<file path="src/rtl/pe_sad.sv">
// Absolute-difference PE with selectable pixel width and AD approximation.
// A two-stage accumulator sums BLK_N samples into a one-cycle-valid SAD result.
module pe_sad #(
  parameter int PIX_W    = 8,
  parameter int AD_MODE  = 0,
  parameter int MSB_BITS = 4,
  parameter int BLK_N    = 16,
  localparam int SAD_W   = PIX_W + $clog2(BLK_N)
) (
  input  logic             clk,
  input  logic             rst_n,
  input  logic             en_sw,
  input  logic             en_tb,
  input  logic [PIX_W-1:0] pel_sw,
  input  logic [PIX_W-1:0] pel_tb,
  output logic [PIX_W-1:0] nxt_sw,
  output logic [PIX_W-1:0] nxt_tb,
  output logic [PIX_W-1:0] ad,
  input  logic             acc_en,
  input  logic             acc_clr,
  output logic [SAD_W-1:0] sad,
  output logic             sad_vld
);

  localparam int CNT_W    = $clog2(BLK_N);
  localparam int LSB_BITS = PIX_W - MSB_BITS;

  always_ff @(posedge clk or negedge rst_n) begin
    if (!rst_n) begin
      nxt_sw <= '0;
      nxt_tb <= '0;
    end else begin
      if (en_sw) nxt_sw <= pel_sw;
      if (en_tb) nxt_tb <= pel_tb;
    end
  end

  generate
    if (AD_MODE == 0) begin : g_full
      assign ad = (nxt_sw >= nxt_tb) ? (nxt_sw - nxt_tb) : (nxt_tb - nxt_sw);
    end else begin : g_msb
      logic [MSB_BITS-1:0] msb_sw;
      logic [MSB_BITS-1:0] msb_tb;
      logic [MSB_BITS-1:0] msb_ad;
      assign msb_sw = nxt_sw[PIX_W-1 -: MSB_BITS];
      assign msb_tb = nxt_tb[PIX_W-1 -: MSB_BITS];
      assign msb_ad = (msb_sw >= msb_tb) ? (msb_sw - msb_tb) : (msb_tb - msb_sw);
      if (AD_MODE == 1) begin : g_msb_only
        assign ad = {{LSB_BITS{1'b0}}, msb_ad};
      end else begin : g_hybrid
        // Low bits only flag disagreement, so a cheap XOR stands in for a subtract.
        assign ad = {msb_ad, nxt_sw[LSB_BITS-1:0] ^ nxt_tb[LSB_BITS-1:0]};
      end
    end
  endgenerate

  // Stage 1: register the sample and its qualifier
  logic [PIX_W-1:0] ad_p1;
  logic             vld_p1;

  always_ff @(posedge clk or negedge rst_n) begin
    if (!rst_n) begin
      ad_p1  <= '0;
      vld_p1 <= 1'b0;
    end else begin
      ad_p1  <= ad;
      vld_p1 <= acc_en & ~acc_clr;
    end
  end

  // Stage 2: accumulate, emit on the BLK_N-th sample
  logic [SAD_W-1:0] acc_p2;
  logic [SAD_W-1:0] sum_p2;
  logic [CNT_W-1:0] cnt_p2;
  logic             last_p2;

  assign sum_p2  = acc_p2 + SAD_W'(ad_p1);
  assign last_p2 = (cnt_p2 == CNT_W'(BLK_N - 1));

  always_ff @(posedge clk or negedge rst_n) begin
    if (!rst_n) begin
      acc_p2  <= '0;
      cnt_p2  <= '0;
      sad     <= '0;
      sad_vld <= 1'b0;
    end else begin
      sad_vld <= 1'b0;
      if (acc_clr) begin
        acc_p2 <= '0;
        cnt_p2 <= '0;
      end else if (vld_p1) begin
        if (last_p2) begin
          sad     <= sum_p2;
          sad_vld <= 1'b1;
          acc_p2  <= '0;
          cnt_p2  <= '0;
        end else begin
          acc_p2 <= sum_p2;
          cnt_p2 <= cnt_p2 + CNT_W'(1);
        end
      end
    end
  end

endmodule

</file>
<file path="config.mk">
export PLATFORM = sky130hd
export DESIGN_NAME = pe_sad
export DESIGN_NICKNAME = d
export VERILOG_FILES = /design/src/rtl/pe_sad.sv
export SDC_FILE = /design/constraint.sdc
export NUM_CORES = 1
export LEC_CHECK = 0
export ABC_AREA = 1
export BUFFER_PORTS_ARGS = -buffer_cell sky130_fd_sc_hd__buf_2
export CAP_MARGIN = 20
export CORE_ASPECT_RATIO = 1.1
export CORE_MARGIN = 3
export CORE_UTILIZATION = 30
export CTS_BUF_LIST = sky130_fd_sc_hd__clkbuf_8
export DETAILED_ROUTE_END_ITERATION = 6
export SLEW_MARGIN = 30
export SYNTH_ARGS = -nofsm -noshare
export SYNTH_HDL_FRONTEND = slang
export SYNTH_SLANG_ARGS = --single-unit
</file>
<file path="constraint.sdc">
create_clock -name clk -period 2.6 [get_ports clk]
set_clock_uncertainty 0.15 [all_clocks]
set_input_delay 0.52 -clock clk [delete_from_list [all_inputs] [get_ports clk]]
set_output_delay 0.52 -clock clk [all_outputs]
set_load 0.03 [all_outputs]
</file>
==> results of run 1 <==
==> area by class of cell <==
type                    instances  area, um^2  area share
multi-input cells             299        1805      0.4451
flip-flops and latches         54        1355      0.3341
repair buffers                 70       427.9      0.1055
inverters                      52       197.7     0.04874
well taps                     143       178.9     0.04411
clock buffers                   6       82.58     0.02036
clock inverters                 2       8.758    0.002159
==> metrics by stage <==
| stage | utilization | worst slack [ns] |
|---|---|---|
| final | 0.3866 | -0.1796 |
| after global routing | 0.3866 | -0.3103 |
| after CTS | 0.3802 | -0.1737 |
| after detailed placement | 0.3567 | 0.0003060 |
| after global placement | 0.3567 | 0.02514 |
| after floorplan | - | -0.07168 |
==> final timing paths <==
| check | startpoint | to | slack [ns] | cells after the start |
|---|---|---|---|---|
| setup / recovery | nxt_tb[1] | ad[5] | -0.18 | 11 |
| hold / removal | rst_n | nxt_tb[5] | 0.11 | 1 |
| setup reg to reg | nxt_tb[0] | ad_p1[3] | 0.59 | 9 |
| hold reg to reg | sad[11] | sad[11] | 0.33 | 2 |
| max in group asynchronous | rst_n | vld_p1 | 1.54 | 2 |
| min in group clk | acc_clr | vld_p1 | 0.25 | 2 |
==> where the power goes <==
group / internal [uW] / switching, uW
combinational: 490 / 799
clock: 212 / 276
sequential: 940 / 64.5
total: 1640 / 1140
==> metal layers <==
metal | up-vias | part of all wire | global-route usage
li1 | 1439 | - | -
met1 | 1288 | 0.45 | 0.1658
met2 | 88 | 0.49 | 0.2279
met3 | 10 | 0.053 | 0.02396
met4 | 0 | 0.013 | 0.03627
met5 | - | 0 | 0
==> kinds of logic after synthesis <==
family,count (synthesis)
and+or+nand+nor,202
DFF,54
xor gates and xnor gates,13
muxes,1
AOI/OAI and AO/OA,55
buffers and inverters,60
adders and majority gates,27
==> flip-flops by register name (all words and copies together), names as in the netlist <==
signal,flops
vld_p1,1
nxt_tb,8
ad_p1,8
nxt_sw,8
acc_p2,12
sad_vld,1
cnt_p2,4
sad,12
==> timing repair <==
item	CTS	global route
endpoints found under the setup margin	7	7
buffers inserted	2	2
gates cloned	1	0
resized for setup	39	13
pin swaps	8	10
==> worst reg2reg max path, delay by kind of cell, from the launching register on <==
kind	cells	cell delay (ns)
AND/OR/NAND/NOR	3	0.24
flip-flops	1	0.45
AO/OA/AOI/OAI	2	0.32
adder cells (fa/ha/maj)	2	0.57
buffers and inverters	2	0.20
==> Yosys cell counts, types with 2 or more instances <==
| library cell | instances | area, um^2 |
|---|---|---|
| o21ai_1 | 7 | 35.03 |
| inv_2 | 2 | 7.510 |
| xnor2_1 | 4 | 35.03 |
| inv_1 | 49 | 183.9 |
| nand2_2 | 2 | 12.51 |
| xor2_1 | 9 | 78.83 |
| clkbuf_1 | 2 | 7.510 |
| a21oi_1 | 12 | 60.06 |
| o21ai_2 | 4 | 35.03 |
| nand3b_1 | 3 | 22.52 |
| a21o_1 | 2 | 15.01 |
| nand3_1 | 24 | 120.1 |
| o21ai_0 | 23 | 115.1 |
| nand2_1 | 147 | 551.8 |
| ha_1 | 24 | 300.3 |
| fa_1 | 3 | 60.06 |
| buf_6 | 3 | 33.78 |
| nand4_1 | 4 | 25.02 |
| nor2_1 | 17 | 63.81 |
| dfrtp_1 | 54 | 1351 |
| o21a_1 | 2 | 15.01 |
==> results.py, run 1 <==
metrics = {
    "sta": {
        "finalSetupViolCount": 7,
        "max_freq_mhz": 359.8,
        "setup_slack_ns": -0.1796,
        "setup-tns-final_ns": -1.026,
        "slew_headroom": 0.5279,
        "fin_crit_sh": 1.069,
        "tightest_slew_ns": 0.7081,
        "hold_ws_ns": 0.1069,
        "rsz0062_at_grt": "true",
        "slew_violations": 0,
        "min_period_ns": 2.780,
        "hold_viol_final": 0,
    },
    "grt": {
        "grt.total_usage": 0.1301,
        "antenna_found_initial": 0,
        "grt_max_degree": 33,
        "grt_pass1_vias": 2876,
        "grt.overflow.total": 0,
        "grt_pass1_wl_um": 13170,
    },
    "placed_design": {
        "dpl_cell_area_um2": 3742,
        "dpl.cell_count": 613,
        "io_buffers": 58,
        "dp_hpwl_um": 5866,
        "routabilityCongestion": 0.9078,
    },
    "finish": {
        "drive_above_1_share": 0.2609,
        "fillers": 1107,
        "nets": 531,
        "layout_commonest_cell": "nand2_1",
        "final_cell_mix": "nand2_1 (138), dfrtp_1 (51), buf_2 (51)",
        "syn2layout_area_growth_pct": 24.02,
        "post_layout_nonfiller_instances": 626,
        "design_area_um2": 4056,
        "n_antenna_cell": 0,
    },
    "pwr": {
        "worst_ir_drop_vdd_mv": 0.3356,
        "p_leak_uw": 0.002212,
        "finalPower_uw": 2781,
        "p_per_area_nw_per_um2": 685.6,
    },
    "synthesis": {
        "yosys_warnings": 0,
        "ys_async_sr_fraction": 1.000,
        "ys_ff_latch": 54,
        "synth_seq_area_share": 0.4132,
        "syn_inst": 412,
        "synth_cell_types": 36,
        "synth_top_family_by_area": "simple AND/OR/NAND/NOR gates",
        "synth_compound_area_frac": 0.1002,
        "synth_edf_count": 0,
        "mappedNetlistNets": 461,
        "synth_ff_type": "dfrtp_1",
        "synth_mux_area_frac": 0.003443,
        "synthXorXnorAreaFrac": 0.03481,
        "synthAdderAreaFrac": 0.1102,
        "synth_simple_gate_area_frac": 0.2598,
        "syn_avg_cell_area_um2": 7.938,
        "synth_area_um2": 3271,
    },
    "setup_path": {
        "required_ns": 1.93,
        "cp.arrival_ns": 2.11,
        "critPathLaunchType": "flop",
        "path_class": "flop to output pin",
        "end_kind": "output pin",
        "critPathTopFamily": "flip-flops",
        "path_max_fanout": 4,
        "path_cells": "inv_1, buf_4, ha_1, nand2_1, inv_1, o21ai_0, nand3_1, xor2_1, nand2_1, nand2_2, buf_6",
        "max_stage_delay_ns": 0.43,
        "slowest_stage": "dfrtp_2",
        "path_buf_inv": 4,
    },
    "floorplan": {
        "dieWidth_um": 105.6,
        "floorplan.rows": 39,
        "initial_core_util": 0.3117,
        "die_h_um": 115.5,
        "num_io_pins": 59,
        "die_area_um2": 12190,
        "coreArea_um2": 10490,
    },
    "worst_hold_path": {
        "hold_path_class": "input pin to async pin",
    },
    "clock_network": {
        "insertion_delay_ns": 0.30,
        "numCtsBuffers": 5,
        "clk_pin_slew_ns": 0.10,
        "cts_num_sinks": 54,
        "ctsLongestPathBuffers": 2,
        "cts_root_buf": "clkbuf_8",
        "htree_levels": 2,
        "cts_tree": "done",
        "hold_buffers": 0,
    },
    "drt": {
        "viasPerCell": 4.513,
        "drc_errors": 0,
        "dr.pass1.iters": 4,
        "postRouteAntennaNets": 0,
        "wl_um": 7578,
        "vias": 2825,
        "routedWlPerCell_um": 12.11,
        "drt_iter0_drc": 77,
    },
    "run_status": {
        "violations": "setup timing",
        "outcome": "complete, but fails checks",
    },
    "job": {
        "maxCapViolCount": 0,
    },
}
Power figures use the tool's default switching activity.
==> run 2: changes to the inputs <==
--- a/config.mk
+++ b/config.mk
@@ -5,7 +5,7 @@
 export SDC_FILE = /design/constraint.sdc
 export NUM_CORES = 1
 export LEC_CHECK = 0
-export ABC_AREA = 1
+export ABC_AREA = 0
 export BUFFER_PORTS_ARGS = -buffer_cell sky130_fd_sc_hd__buf_2
 export CAP_MARGIN = 20
 export CORE_ASPECT_RATIO = 1.1
==> results.py, run 2 <==
metrics = {
    "drt": {
        "routedWlPerCell_um": 13.49,
        "viasPerCell": 4.772,
        "drc_errors": 0,
        "vias": 2448,
        "dr.pass1.iters": 4,
        "wl_um": 6921,
        "postRouteAntennaNets": 0,
        "drt_iter0_drc": 49,
    },
    "clock_network": {
        "clk_pin_slew_ns": 0.10,
        "cts_tree": "done",
        "numCtsBuffers": 5,
        "insertion_delay_ns": 0.31,
        "ctsLongestPathBuffers": 2,
        "htree_levels": 2,
        "cts_root_buf": "clkbuf_8",
        "hold_buffers": 0,
        "cts_num_sinks": 54,
    },
    "finish": {
        "layout_commonest_cell": "buf_2",
        "final_cell_mix": "buf_2 (51), dfrtp_1 (43), buf_4 (42)",
        "drive_above_1_share": 0.4116,
        "post_layout_nonfiller_instances": 513,
        "largest_registers": "acc_p2: 12 flops, sad: 12 flops",
        "nets": 444,
        "regArea_um2": 1365,
        "syn2layout_area_growth_pct": 36.74,
        "n_antenna_cell": 0,
        "fillers": 934,
        "multi_input_area_um2": 1748,
    },
    "synthesis": {
        "syn_inst": 296,
        "mappedNetlistNets": 345,
        "synth_top_area_cell": "dfrtp_1",
        "yosys_warnings": 0,
        "synth_seq_area_share": 0.4474,
        "yosysTopAreaCellShare": 0.4474,
        "synth_ff_type": "dfrtp_1",
        "synth_area_leaders": "dfrtp_1 (45%), ha_1 (9.9%), o21ai_0 (4.5%)",
        "ys_async_sr_fraction": 1.000,
        "synth_edf_count": 0,
        "ys_top_cells_by_count": "dfrtp_1 (54), nand2_1 (31), o21ai_0 (27)",
        "synth_cell_types": 45,
        "synth_area_um2": 3020,
        "ys_ff_latch": 54,
        "synth_most_common_cell": "dfrtp_1",
        "syn_avg_cell_area_um2": 10.20,
    },
    "floorplan": {
        "dieWidth_um": 101.7,
        "die_area_um2": 11310,
        "die_h_um": 111.2,
        "initial_core_util": 0.3152,
        "num_io_pins": 59,
        "coreArea_um2": 9583,
        "floorplan.rows": 37,
    },
    "setup_path": {
        "path_cells": "ha_4, fa_2, nand3b_1, a31oi_4, nor3_4, buf_4, buf_6, a211oi_2, a31oi_2, xor2_2, buf_6",
        "critPathTopFamily": "adder cells",
        "path_class": "flop to output pin",
        "path_max_fanout": 6,
        "required_ns": 1.93,
        "cp.arrival_ns": 2.63,
        "critPathMostFrequentCell": "buf_6",
        "slowest_stage": "dfrtp_2",
        "critPathLaunchType": "flop",
        "max_stage_delay_ns": 0.44,
        "end_kind": "output pin",
        "path_buf_inv": 3,
    },
    "placed_design": {
        "routabilityCongestion": 0.8523,
        "dp_hpwl_um": 5293,
        "io_buffers": 58,
        "dpl.cell_count": 500,
    },
    "sta": {
        "tightest_slew_ns": 0.6820,
        "min_period_ns": 3.300,
        "hold_viol_final": 0,
        "hold_ws_ns": 0.1754,
        "slew_violations": 0,
        "fin_crit_sh": 1.269,
        "slew_headroom": 0.5453,
        "max_freq_mhz": 303.0,
        "finalSetupViolCount": 7,
        "setup_slack_ns": -0.7003,
        "setup-tns-final_ns": -4.007,
        "rsz0062_at_grt": "true",
    },
    "grt": {
        "grt_max_degree": 55,
        "grt.overflow.total": 0,
        "grt.total_usage": 0.1289,
        "antenna_found_initial": 0,
        "grt_pass1_vias": 2672,
        "grt_pass1_wl_um": 12060,
    },
    "worst_hold_path": {
        "hold_path_class": "input pin to async pin",
    },
    "pwr": {
        "finalPower_uw": 3086,
        "worst_ir_drop_vdd_mv": 0.3891,
        "p_leak_uw": 0.002018,
        "p_per_area_nw_per_um2": 747.2,
    },
    "run_status": {
        "outcome": "complete, but fails checks",
        "violations": "setup timing",
    },
    "job": {
        "maxCapViolCount": 0,
    },
}
==> run 2: metal layers <==
| layer | wire length, um | global-route usage |
|---|---|---|
| met5 | 0 | 0 |
| met4 | 54 | 0.02394 |
| met3 | 306 | 0.02706 |
| met2 | 3531 | 0.2325 |
| met1 | 3028 | 0.1562 |
==> run 2: stage by stage <==
step | utilization | setup WS [ns] | cell area [um^2]
finish | 0.4310 | -0.7003 | 4130
global route | 0.4310 | -0.8492 | 4130
CTS | 0.4243 | -0.7019 | 4066
detailed placement | 0.4014 | -0.4626 | 3846
global placement | 0.4014 | -0.4272 | 3846
floorplan | - | -0.4358 | 3187
==> run 2: what timing repair did <==
| action | in CTS | in global routing |
|---|---|---|
| cloned | 0 | 0 |
| setup buffers | 4 | 3 |
| pin swaps | 8 | 10 |
| endpoints found under the setup margin | 7 | 8 |
| resized for setup | 20 | 12 |
==> run 2: logic make-up (layout without fill, tap and decap cells) <==
| group | after synthesis | after routing | synth area share |
|---|---|---|---|
| compound gates | 71 | 71 | 0.1541 |
| xor+xnor | 17 | 17 | 0.04929 |
| fa+ha+maj | 27 | 27 | 0.1193 |
| buf+inv | 34 | 134 | 0.04598 |
| flops | 54 | 54 | 0.4474 |
| mux | 15 | 15 | 0.05510 |
| simple gates | 78 | 78 | 0.1288 |
==> run 2: area by class of cell <==
| class | count | share of cell area |
|---|---|---|
| inverter | 25 | 0.02272 |
| clock buffer | 5 | 0.01666 |
| sequential | 54 | 0.3305 |
| timing repair buffer | 101 | 0.1600 |
| clock inverter | 3 | 0.01151 |
| multi-input combinational | 208 | 0.4232 |
| tap | 117 | 0.03544 |
==> run 2: power by group <==
group          switching [uW]  total, uW  internal [uW]
logic                     809       1490            680
registers                62.1       1010            950
clock network             293        585            292
total                    1160       3090           1920
==> run 2: path summary, 6_finish.rpt <==
check                          start   endpoint  slack [ns]  cells after the start
max reg2reg                nxt_tb[0]   ad_p1[6]        0.17                     10
min reg2reg                   sad[7]     sad[7]        0.36                      1
max                        nxt_tb[0]      ad[6]       -0.70                     11
min in group clk           pel_sw[6]  nxt_sw[6]        0.26                      3
min                            rst_n     sad[1]        0.18                      2
max in group asynchronous      rst_n  nxt_sw[6]        1.62                      2
==> run 3: changes to the inputs <==
--- a/config.mk
+++ b/config.mk
@@ -10,9 +10,10 @@
 export CAP_MARGIN = 20
 export CORE_ASPECT_RATIO = 1.1
 export CORE_MARGIN = 3
-export CORE_UTILIZATION = 30
+export CORE_UTILIZATION = 57
 export CTS_BUF_LIST = sky130_fd_sc_hd__clkbuf_8
 export DETAILED_ROUTE_END_ITERATION = 6
+export PLACE_DENSITY = 0.82
 export SLEW_MARGIN = 30
 export SYNTH_ARGS = -nofsm -noshare
 export SYNTH_HDL_FRONTEND = slang
==> constraint.sdc (replaced) <==
create_clock -name clk -period 3.4 [get_ports clk]
set_clock_uncertainty 0.15 [all_clocks]
set_input_delay 0.68 -clock clk [delete_from_list [all_inputs] [get_ports clk]]
set_output_delay 0.68 -clock clk [all_outputs]
set_load 0.03 [all_outputs]
==> results.py, run 3 (synthesis gave the netlist of run 2 again) <==
metrics = {
    "setup_path": {
        "r2r_end": "ad_p1[5]",
        "cp.arrival_ns": 2.57,
        "required_ns": 2.57,
        "path_buf_inv": 2,
        "max_stage_delay_ns": 0.38,
        "path_class": "flop to output pin",
        "end_kind": "output pin",
        "critPathTopFamily": "adder cells",
        "slowest_stage": "dfrtp_1",
        "rr_worst_depth": 9,
        "path_cells": "inv_2, ha_4, fa_2, nand3b_1, a31oi_2, nor3_4, mux2_4, o211ai_2, xor2_2, buf_6",
        "critPathLaunchType": "flop",
        "ff2ff_setup_slack_ns": 1.07,
        "rr_startpoint": "nxt_sw[0]",
        "path_max_fanout": 3,
    },
    "placed_design": {
        "routabilityCongestion": 0.8542,
        "place_ws_ns": 0.03714,
        "io_buffers": 58,
        "dp_hpwl_um": 4636,
        "dpl.cell_count": 408,
    },
    "clock_network": {
        "numCtsBuffers": 5,
        "cts_tree": "done",
        "ctsLongestPathBuffers": 2,
        "htree_levels": 2,
        "clk_pin_slew_ns": 0.10,
        "hold_buffers": 0,
        "cts_num_sinks": 54,
        "insertion_delay_ns": 0.32,
        "cts_root_buf": "clkbuf_8",
    },
    "floorplan": {
        "floorplan.rows": 27,
        "num_io_pins": 59,
        "coreArea_um2": 5067,
        "initial_core_util": 0.5960,
        "dieWidth_um": 75.41,
        "die_area_um2": 6209,
        "die_h_um": 82.35,
    },
    "grt": {
        "grt.overflow.total": 0,
        "grt.total_usage": 0.2225,
        "grt_pass1_vias": 2352,
        "antenna_found_initial": 0,
        "grt_pass1_wl_um": 10550,
        "grt_max_degree": 29,
    },
    "pwr": {
        "p_int_uw": 1342,
        "swShare": 0.3828,
        "p_leak_uw": 0.001873,
        "p_per_area_nw_per_um2": 587.5,
        "pwr-share-comb": 0.446,
        "power.net_switching_uw": 832.5,
        "pwr-share-clk": 0.199,
        "worst_ir_drop_vdd_mv": 0.4247,
        "seq_power_share": 0.355,
    },
    "sta": {
        "fin_crit_sh": 1.001,
        "hold_ws_ns": 0.2022,
        "slew_headroom": 0.5976,
        "finalSetupViolCount": 1,
        "hold_viol_final": 0,
        "tightest_slew_ns": 0.6030,
        "min_period_ns": 3.402,
        "slew_violations": 0,
        "max_freq_mhz": 294.0,
        "setup_slack_ns": -0.001748,
        "rsz0062_at_grt": "true",
    },
    "finish": {
        "post_layout_nonfiller_instances": 427,
        "nets": 417,
        "largest_registers": "acc_p2: 12 flops, sad: 12 flops",
        "syn2layout_area_growth_pct": 22.58,
        "final_cell_mix": "dfrtp_1 (54), buf_2 (52), nand2_1 (31)",
        "drive_above_1_share": 0.3035,
        "fillers": 373,
        "layout_commonest_cell": "dfrtp_1",
        "n_antenna_cell": 0,
    },
    "drt": {
        "wl_um": 6268,
        "postRouteAntennaNets": 0,
        "drc_errors": 0,
        "dr.pass1.iters": 4,
        "vias": 2385,
        "viasPerCell": 5.585,
        "drt_iter0_drc": 113,
        "routedWlPerCell_um": 14.68,
    },
    "run_status": {
        "violations": "setup timing",
        "outcome": "complete, but fails checks",
    },
    "job": {
        "maxCapViolCount": 0,
    },
    "worst_hold_path": {
        "hold_path_class": "input pin to async pin",
    },
}
==> run 3: changes by cell type in the layout (fill, tap and decap cells not counted), moves of 5 or more <==
cell	delta
buf_4	-23
buf_6	-5
dfrtp_1	+11
dfrtp_2	-11
inv_1	+6
inv_2	-5
==> run 3: layer usage <==
metal,up-vias,routed length [um],GRT usage
li1,1175,-,-
met5,-,0,0
met1,1120,2582,0.2668
met2,74,3214,0.3860
met4,0,170,0.08741
met3,16,300,0.04722
==> run 3: repair_timing <==
item / 4_1_cts / 5_1_grt
pin swaps: 8 / 9
buffers inserted: 7 / 4
endpoints found under the setup margin: 6 / 7
resized for setup: 20 / 10
==> run 3: worst reg2reg max path, stage by stage (launching register included) <==
cell	delay (ns)
dfrtp_1	0.38
inv_2	0.07
ha_4	0.16
fa_2	0.33
nand3b_1	0.21
a31oi_2	0.20
nor3_4	0.07
mux2_4	0.31
o211ai_2	0.18
xor2_2	0.20
==> run 3: worst max path at each step <==
stage               from     to  slack [ns]  depth (start not counted)
6_report       nxt_sw[0]  ad[5]      -0.002                         10
5_1_grt        nxt_tb[0]  ad[5]       -0.15                          9
4_1_cts        nxt_sw[0]  ad[5]       -0.08                         10
3_5_place_dp   nxt_sw[3]  ad[5]        0.04                          9
3_3_place_gp   nxt_sw[6]  ad[5]        0.10                          9
2_1_floorplan  nxt_sw[3]  ad[5]      -0.002                          9
==> run 3: cell type report <==
class / count / area [um^2] / share of cell area
Multi-Input combinational cell: 208 / 1638 / 0.4424
Sequential cell: 54 / 1351 / 0.3650
Timing Repair Buffer: 74 / 436.7 / 0.1179
Inverter: 25 / 93.84 / 0.02535
Tap cell: 58 / 72.57 / 0.01960
Clock buffer: 5 / 68.82 / 0.01859
Clock inverter: 3 / 41.29 / 0.01115
==> run 3: through the flow <==
stage	total power, uW	TNS (ns)	utilization	cell area (um^2)
finish	2175	-0.001748	0.7306	3702
global route	2314	-0.4108	0.7306	3702
CTS	2144	-0.08226	0.7168	3632
detailed placement	1633	0	0.6691	3391
global placement	1613	0	0.6691	3391
floorplan	1410	-0.001765	-	3035
==> run 3: power by group through the flow <==
stage | clock network, uW | registers [uW] | logic [uW]
after global routing | 465 | 782 | 1070
after detailed placement | 0 | 785 | 849
after floorplan | 0 | 812 | 599
final | 433 | 772 | 970
after global placement | 0 | 780 | 833
after CTS | 435 | 772 | 938
